<file path="src/rtl/pc_ras_unit_pkg.sv">
// Shared types for the fetch-stage PC with return-address stack.
package pc_ras_unit_pkg;

   localparam int ADDR_W = 26;

   typedef logic [31:0] word_t;

   // Next-PC source select.
   typedef enum logic [2:0] {
      PC_NPC = 3'd0,
      PC_BR  = 3'd1,
      PC_J   = 3'd2,
      PC_JR  = 3'd3,
      PC_RET = 3'd4
   } pc_ms;

   // Width of a RAS pointer for a given depth.
   function automatic int ras_ptr_w(input int depth);
      return (depth < 2) ? 1 : $clog2(depth);
   endfunction

endpackage

</file>
<file path="src/rtl/pc_ras_unit_if.sv">
// Control/hazard unit <-> program counter bundle.
interface pc_ras_unit_if;
   import pc_ras_unit_pkg::*;

   logic              en;
   pc_ms              sel;
   word_t             ext32;
   logic [ADDR_W-1:0] jump_a;
   word_t             jr_a;
   logic              call;
   logic              flush;
   word_t             flush_a;
   word_t             val;
   logic              ras_empty;
   logic              ras_ovf;

   modport master (
      output en, sel, ext32, jump_a, jr_a, call, flush, flush_a,
      input  val, ras_empty, ras_ovf
   );

   modport slave (
      input  en, sel, ext32, jump_a, jr_a, call, flush, flush_a,
      output val, ras_empty, ras_ovf
   );

endinterface

</file>
<file path="src/rtl/pc_ras_unit_ras.sv">
// pc_ras: circular return-address stack with saturating count and a
// sticky overflow flag. Top read is combinational.
module pc_ras
   import pc_ras_unit_pkg::*;
#(
   parameter int RAS_DEPTH = 4
) (
   input  logic  CLK,
   input  logic  nRST,
   input  logic  push,
   input  logic  pop,
   input  word_t push_d,
   output word_t top_d,
   output logic  empty,
   output logic  ovf
);

   localparam int PTR_W = ras_ptr_w(RAS_DEPTH);
   localparam logic [PTR_W:0] FULL = (PTR_W+1)'(RAS_DEPTH);

   word_t            mem [RAS_DEPTH];
   logic [PTR_W-1:0] top;
   logic [PTR_W:0]   cnt;
   logic             pop_ok;

   // Popping an empty stack is a no-op.
   assign pop_ok = pop & (cnt != '0);
   assign empty  = (cnt == '0);
   assign top_d  = mem[top];

   // Pointer, count and overflow flag.
   always_ff @(posedge CLK or negedge nRST) begin
      if (!nRST) begin
         top <= '0;
         cnt <= '0;
         ovf <= 1'b0;
      end else if (push && !pop_ok) begin
         top <= top + 1'b1;
         if (cnt == FULL) ovf <= 1'b1;
         else             cnt <= cnt + 1'b1;
      end else if (pop_ok && !push) begin
         top <= top - 1'b1;
         cnt <= cnt - 1'b1;
      end
   end

   // Entry storage; push+pop rewrites the current top in place.
   always_ff @(posedge CLK) begin
      if (push && pop_ok)  mem[top]        <= push_d;
      else if (push)       mem[top + 1'b1] <= push_d;
   end

endmodule

</file>
<file path="src/rtl/pc_ras_unit.sv">
// pc_ras_unit: fetch-stage PC with next-PC mux and optional RAS.
// Define PC_RAS_EN to build the return-address stack; otherwise PC_RET
// acts as PC_JR, call is ignored and the RAS flags are tied off.
module pc_ras_unit
   import pc_ras_unit_pkg::*;
#(
   parameter word_t PC_INIT   = 32'h0000_0000,
   parameter int    RAS_DEPTH = 4
) (
   input  logic         CLK,
   input  logic         nRST,
   pc_ras_unit_if.slave pcif
);

   word_t pc, npc, br_a, j_a, ret_a, nxt;

   assign npc  = pc + 32'd4;
   assign br_a = npc + {pcif.ext32[29:0], 2'b00};
   assign j_a  = {npc[31:28], pcif.jump_a, 2'b00};

`ifdef PC_RAS_EN
   logic  push, pop;
   word_t top_d;

   assign push = pcif.en & pcif.call & ~pcif.flush;
   assign pop  = pcif.en & (pcif.sel == PC_RET) & ~pcif.flush;

   pc_ras #(.RAS_DEPTH(RAS_DEPTH)) u_ras (
      .CLK    (CLK),
      .nRST   (nRST),
      .push   (push),
      .pop    (pop),
      .push_d (npc),
      .top_d  (top_d),
      .empty  (pcif.ras_empty),
      .ovf    (pcif.ras_ovf)
   );

   // Empty stack falls back to the register target.
   assign ret_a = pcif.ras_empty ? pcif.jr_a : top_d;
`else
   logic unused_call;
   localparam int unused_depth = RAS_DEPTH;

   assign unused_call    = pcif.call;
   assign ret_a          = pcif.jr_a;
   assign pcif.ras_empty = 1'b1;
   assign pcif.ras_ovf   = 1'b0;
`endif

   // Next-PC select: flush wins over everything, then en-gated sources.
   always_comb begin
      nxt = pc;
      if (pcif.flush) begin
         nxt = pcif.flush_a;
      end else if (pcif.en) begin
         case (pcif.sel)
            PC_NPC:  nxt = npc;
            PC_BR:   nxt = br_a;
            PC_J:    nxt = j_a;
            PC_JR:   nxt = pcif.jr_a;
            PC_RET:  nxt = ret_a;
            default: nxt = pc;
         endcase
      end
   end

   // Fetch PC register.
   always_ff @(posedge CLK or negedge nRST) begin
      if (!nRST) pc <= PC_INIT;
      else       pc <= nxt;
   end

   assign pcif.val = pc;

endmodule

</file>
<file path="src/flat_wrapper.sv">
// flat-port wrapper written by rule: the top's interface ports become plain ports
module pc_ras_unit_flat import pc_ras_unit_pkg::*;
#(
   parameter word_t PC_INIT   = 32'h0000_0000,
   parameter int    RAS_DEPTH = 4
)
  (CLK, nRST, pcif_en, pcif_sel, pcif_ext32, pcif_jump_a, pcif_jr_a, pcif_call, pcif_flush, pcif_flush_a, pcif_val, pcif_ras_empty, pcif_ras_ovf);
  pc_ras_unit_if pcif_i ();
  input  logic CLK;
  input  logic nRST;
  input wire logic [$bits(pcif_i.en)-1:0] pcif_en;
  input wire logic [$bits(pcif_i.sel)-1:0] pcif_sel;
  input wire logic [$bits(pcif_i.ext32)-1:0] pcif_ext32;
  input wire logic [$bits(pcif_i.jump_a)-1:0] pcif_jump_a;
  input wire logic [$bits(pcif_i.jr_a)-1:0] pcif_jr_a;
  input wire logic [$bits(pcif_i.call)-1:0] pcif_call;
  input wire logic [$bits(pcif_i.flush)-1:0] pcif_flush;
  input wire logic [$bits(pcif_i.flush_a)-1:0] pcif_flush_a;
  output wire logic [$bits(pcif_i.val)-1:0] pcif_val;
  output wire logic [$bits(pcif_i.ras_empty)-1:0] pcif_ras_empty;
  output wire logic [$bits(pcif_i.ras_ovf)-1:0] pcif_ras_ovf;
  assign pcif_i.en = pcif_en;
  assign pcif_i.sel = pcif_sel;
  assign pcif_i.ext32 = pcif_ext32;
  assign pcif_i.jump_a = pcif_jump_a;
  assign pcif_i.jr_a = pcif_jr_a;
  assign pcif_i.call = pcif_call;
  assign pcif_i.flush = pcif_flush;
  assign pcif_i.flush_a = pcif_flush_a;
  assign pcif_val = pcif_i.val;
  assign pcif_ras_empty = pcif_i.ras_empty;
  assign pcif_ras_ovf = pcif_i.ras_ovf;
  pc_ras_unit #(.PC_INIT(PC_INIT), .RAS_DEPTH(RAS_DEPTH)) u_core (.CLK(CLK), .nRST(nRST), .pcif(pcif_i));
endmodule
</file>
<file path="config.mk">
export PLATFORM = sky130hd
export DESIGN_NAME = pc_ras_unit_flat
export DESIGN_NICKNAME = d
export VERILOG_FILES = /design/src/rtl/pc_ras_unit_pkg.sv /design/src/rtl/pc_ras_unit_if.sv /design/src/rtl/pc_ras_unit_ras.sv /design/src/rtl/pc_ras_unit.sv /design/src/flat_wrapper.sv
export SDC_FILE = /design/constraint.sdc
export NUM_CORES = 1
export LEC_CHECK = 0
export CORE_ASPECT_RATIO = 1.2
export CORE_UTILIZATION = 50
export DETAILED_ROUTE_END_ITERATION = 6
export DONT_BUFFER_PORTS = 1
export GPL_ROUTABILITY_DRIVEN = 0
export PLACE_DENSITY_LB_ADDON = 0.12
export REMOVE_ABC_BUFFERS = 1
export SYNTH_ARGS = -nofsm -noshare
export SYNTH_HDL_FRONTEND = slang
export SYNTH_SLANG_ARGS = --single-unit
</file>
<file path="constraint.sdc">
create_clock -name CLK -period 4.15 [get_ports CLK]
set_input_delay 0.83 -clock CLK [delete_from_list [all_inputs] [get_ports CLK]]
set_output_delay 0.83 -clock CLK [all_outputs]
set_load 0.01 [all_outputs]
</file>
==> run metrics <==
outcome=completed; routed wire length=16300 um; GR Overflow Total=0; core box area=0.00903 mm^2; nets=795; Largest register FFs=32; n_diodes=0; layout filler cell count=916; Chip Height=107 um; fin area=0.00502 mm^2; maximum VDD drop=0.000145 V; I/O pin total=164; Mapped Area=0.00464 mm^2; initial antenna violation count=0; Iteration-0 DRC Markers=317; CP required=4330 ps; post-synth cell types=75; CTS tree=yes; Final Cycle Share=96.5%; number of port buffers=0; number of synthesized flops with an enable pin=0; row cnt=38; RSZ-0062 raised after global routing=false; die area=0.00966 mm^2; clock latency on the worst-skew pair=310 ps; CTS root buf=clkbuf_8; area grow syn2layout=8.34%; Avg Cell Area, Syn=7.50 um^2; Slew Limit Fails=0; global-route wire length before repair=26100 um; PwrDens=342 mW/mm^2; layout cells sized above 1=11.3%; placed inst area=0.00490 mm^2; CTS Sinks=32; DP HPWL=12300 um; Setup TNS=0 ps; first-pass iteration count of the detailed router=7; number of placed instances, taps included=742; CTS H-tree depth=2; vias post-DR=5079; number of global-route vias before repair=5057; postcts setup bufs=0; Setup Viol. Count Final=0; clock buffer depth=2; pin count of the biggest net entering global routing=33; Final Hold Fails=0; post-synthesis register bit count=32; Warnings, synthesis=0; max frequency=0.250 GHz; number of max-cap violations=0; Most used DFF post-synth=dfrtp_1; crit-path max FO=6; GRT Util Overall=33.9%; synthesized instance count=618; post-route insts no fill=750; die width=89.9 um; startpoint types=flip-flop; PostCTS Resize Cnt=0; Setup Crit Path Kind=reg2reg; DRC=0; Core Util, Final=55.6%; Hold Path Class=in2async; CP arrival=4180 ps; Slew headroom=33.8%; Initial Utilization=51.3%; CTS Hold Bufs=0; Final Critical Period=4010 ps; WL/cell=21.7 um; Setup crit end kind=flip-flop; Async SR Flop Fraction=100%; Max Clock Skew=8.70 ps; DRT antenna net count=0; vias per cell=6.77; Seq/Total Area, Yosys=17.3%; clock slew at reported path FFs=80 ps; Worst-Margin Slew=994 ps; P_leak=2.06 nW; CTS Buf Count=5
final timing paths:
kind                                startpoint                  end  cells after the start  slack (ps)
min                                       nRST  u_core.pcif.val[29]                      0         210
max                        u_core.pcif.val[12]  u_core.pcif.val[31]                     13         140
min in group CLK                    pcif_flush   u_core.pcif.val[1]                      1         620
max in group asynchronous                 nRST  u_core.pcif.val[16]                      0        3850
min reg2reg                 u_core.pcif.val[6]   u_core.pcif.val[6]                      3         640
max reg2reg                u_core.pcif.val[12]  u_core.pcif.val[31]                     13         140
cells by family (layout without fill, tap and decap cells):
group | after synthesis | count (layout) | share of synthesized area [%]
AO/OA/AOI/OAI | 230 | 230 | 33.5
AND/OR/NAND/NOR | 209 | 209 | 22.7
buffers and inverters | 55 | 67 | 5.34
XOR/XNOR | 46 | 46 | 8.85
adder cells (fa/ha/maj) | 36 | 36 | 9.88
flip-flops | 32 | 32 | 17.3
multiplexers | 8 | 8 | 2.35
other | 2 | 2 | 0.162
where the power goes:
part	switching, mW	internal (mW)	total (mW)
sequential	0.0708	0.358	0.429
clock	0.145	0.179	0.323
combinational	0.555	0.409	0.965
total	0.771	0.946	1.72
critical path, cell delays in order (launching register included):
cell	delay [ps]
dfrtp_1	470
nand3_1	200
or4_4	530
nor3_2	190
and2_1	180
xor2_1	210
ha_1	340
and3_1	230
a311o_1	380
or4b_2	660
a21oi_2	180
a2111oi_2	60
o41ai_1	120
o21ai_1	130
per-layer routing:
metal / up-vias / share of wire [%] / GRT usage (%) / routed length (um)
met5: - / 0 / 0 / 0
met4: 0 / 2.2 / 10.8 / 364
met3: 29 / 8.5 / 5.79 / 1390
met2: 253 / 50 / 61.8 / 8190
met1: 2446 / 39 / 40.5 / 6360
li1: 2351 / - / - / -
final cells by class:
type / count / area, um^2 / area share (%)
tap: 120 / 150 / 2.99
clock inverter: 2 / 35.0 / 0.698
clock buffer: 6 / 72.6 / 1.44
inverter: 23 / 86.3 / 1.72
multi-input combinational: 531 / 3610 / 71.8
sequential: 32 / 801 / 15.9
timing repair buffer: 36 / 270 / 5.38
layout by cell type (no fill, tap or decap), types with 5 or more instances in the layout:
master / n
nand2_1: 70
o21ai_0: 56
a21oi_1: 42
nor2_1: 41
buf_4: 36
ha_1: 35
dfrtp_1: 32
xnor2_1: 28
nand3_1: 27
inv_1: 23
xor2_1: 16
a21o_1: 16
a221oi_1: 15
o22ai_1: 15
and3_1: 10
a221o_1: 10
a31oi_1: 10
nand2b_1: 9
a211oi_1: 7
nand4_1: 6
nor3_1: 6
o211ai_1: 5
o21a_1: 5
o21bai_1: 5
o22a_1: 5
clkbuf_8: 5
through the flow:
stage | worst slack, ps | power, mW | hold slack [ps]
finish | 145 | 1.72 | 206
global route | 10.7 | 1.84 | 196
CTS | 125 | 1.70 | 205
detailed placement | 140 | 1.37 | 535
global placement | 234 | 1.35 | 535
floorplan | 322 | 1.11 | 534
synthesized netlist by cell type (all sizes together) (9+ instances only):
master	number	area (um^2)
clkbuf	23	96.3
a21o	16	120
inv	23	86.3
nand2b	9	56.3
and3	11	70.1
ha	35	438
o22ai	15	93.8
a221oi	15	131
xor2	16	140
a31oi	10	62.6
nor2	41	154
dfrtp	32	801
xnor2	30	270
nand2	70	263
a221o	10	100
a21oi	43	219
buf	9	65.1
nand3	27	135
o21ai	58	290
(Power assumes the default switching activity.)
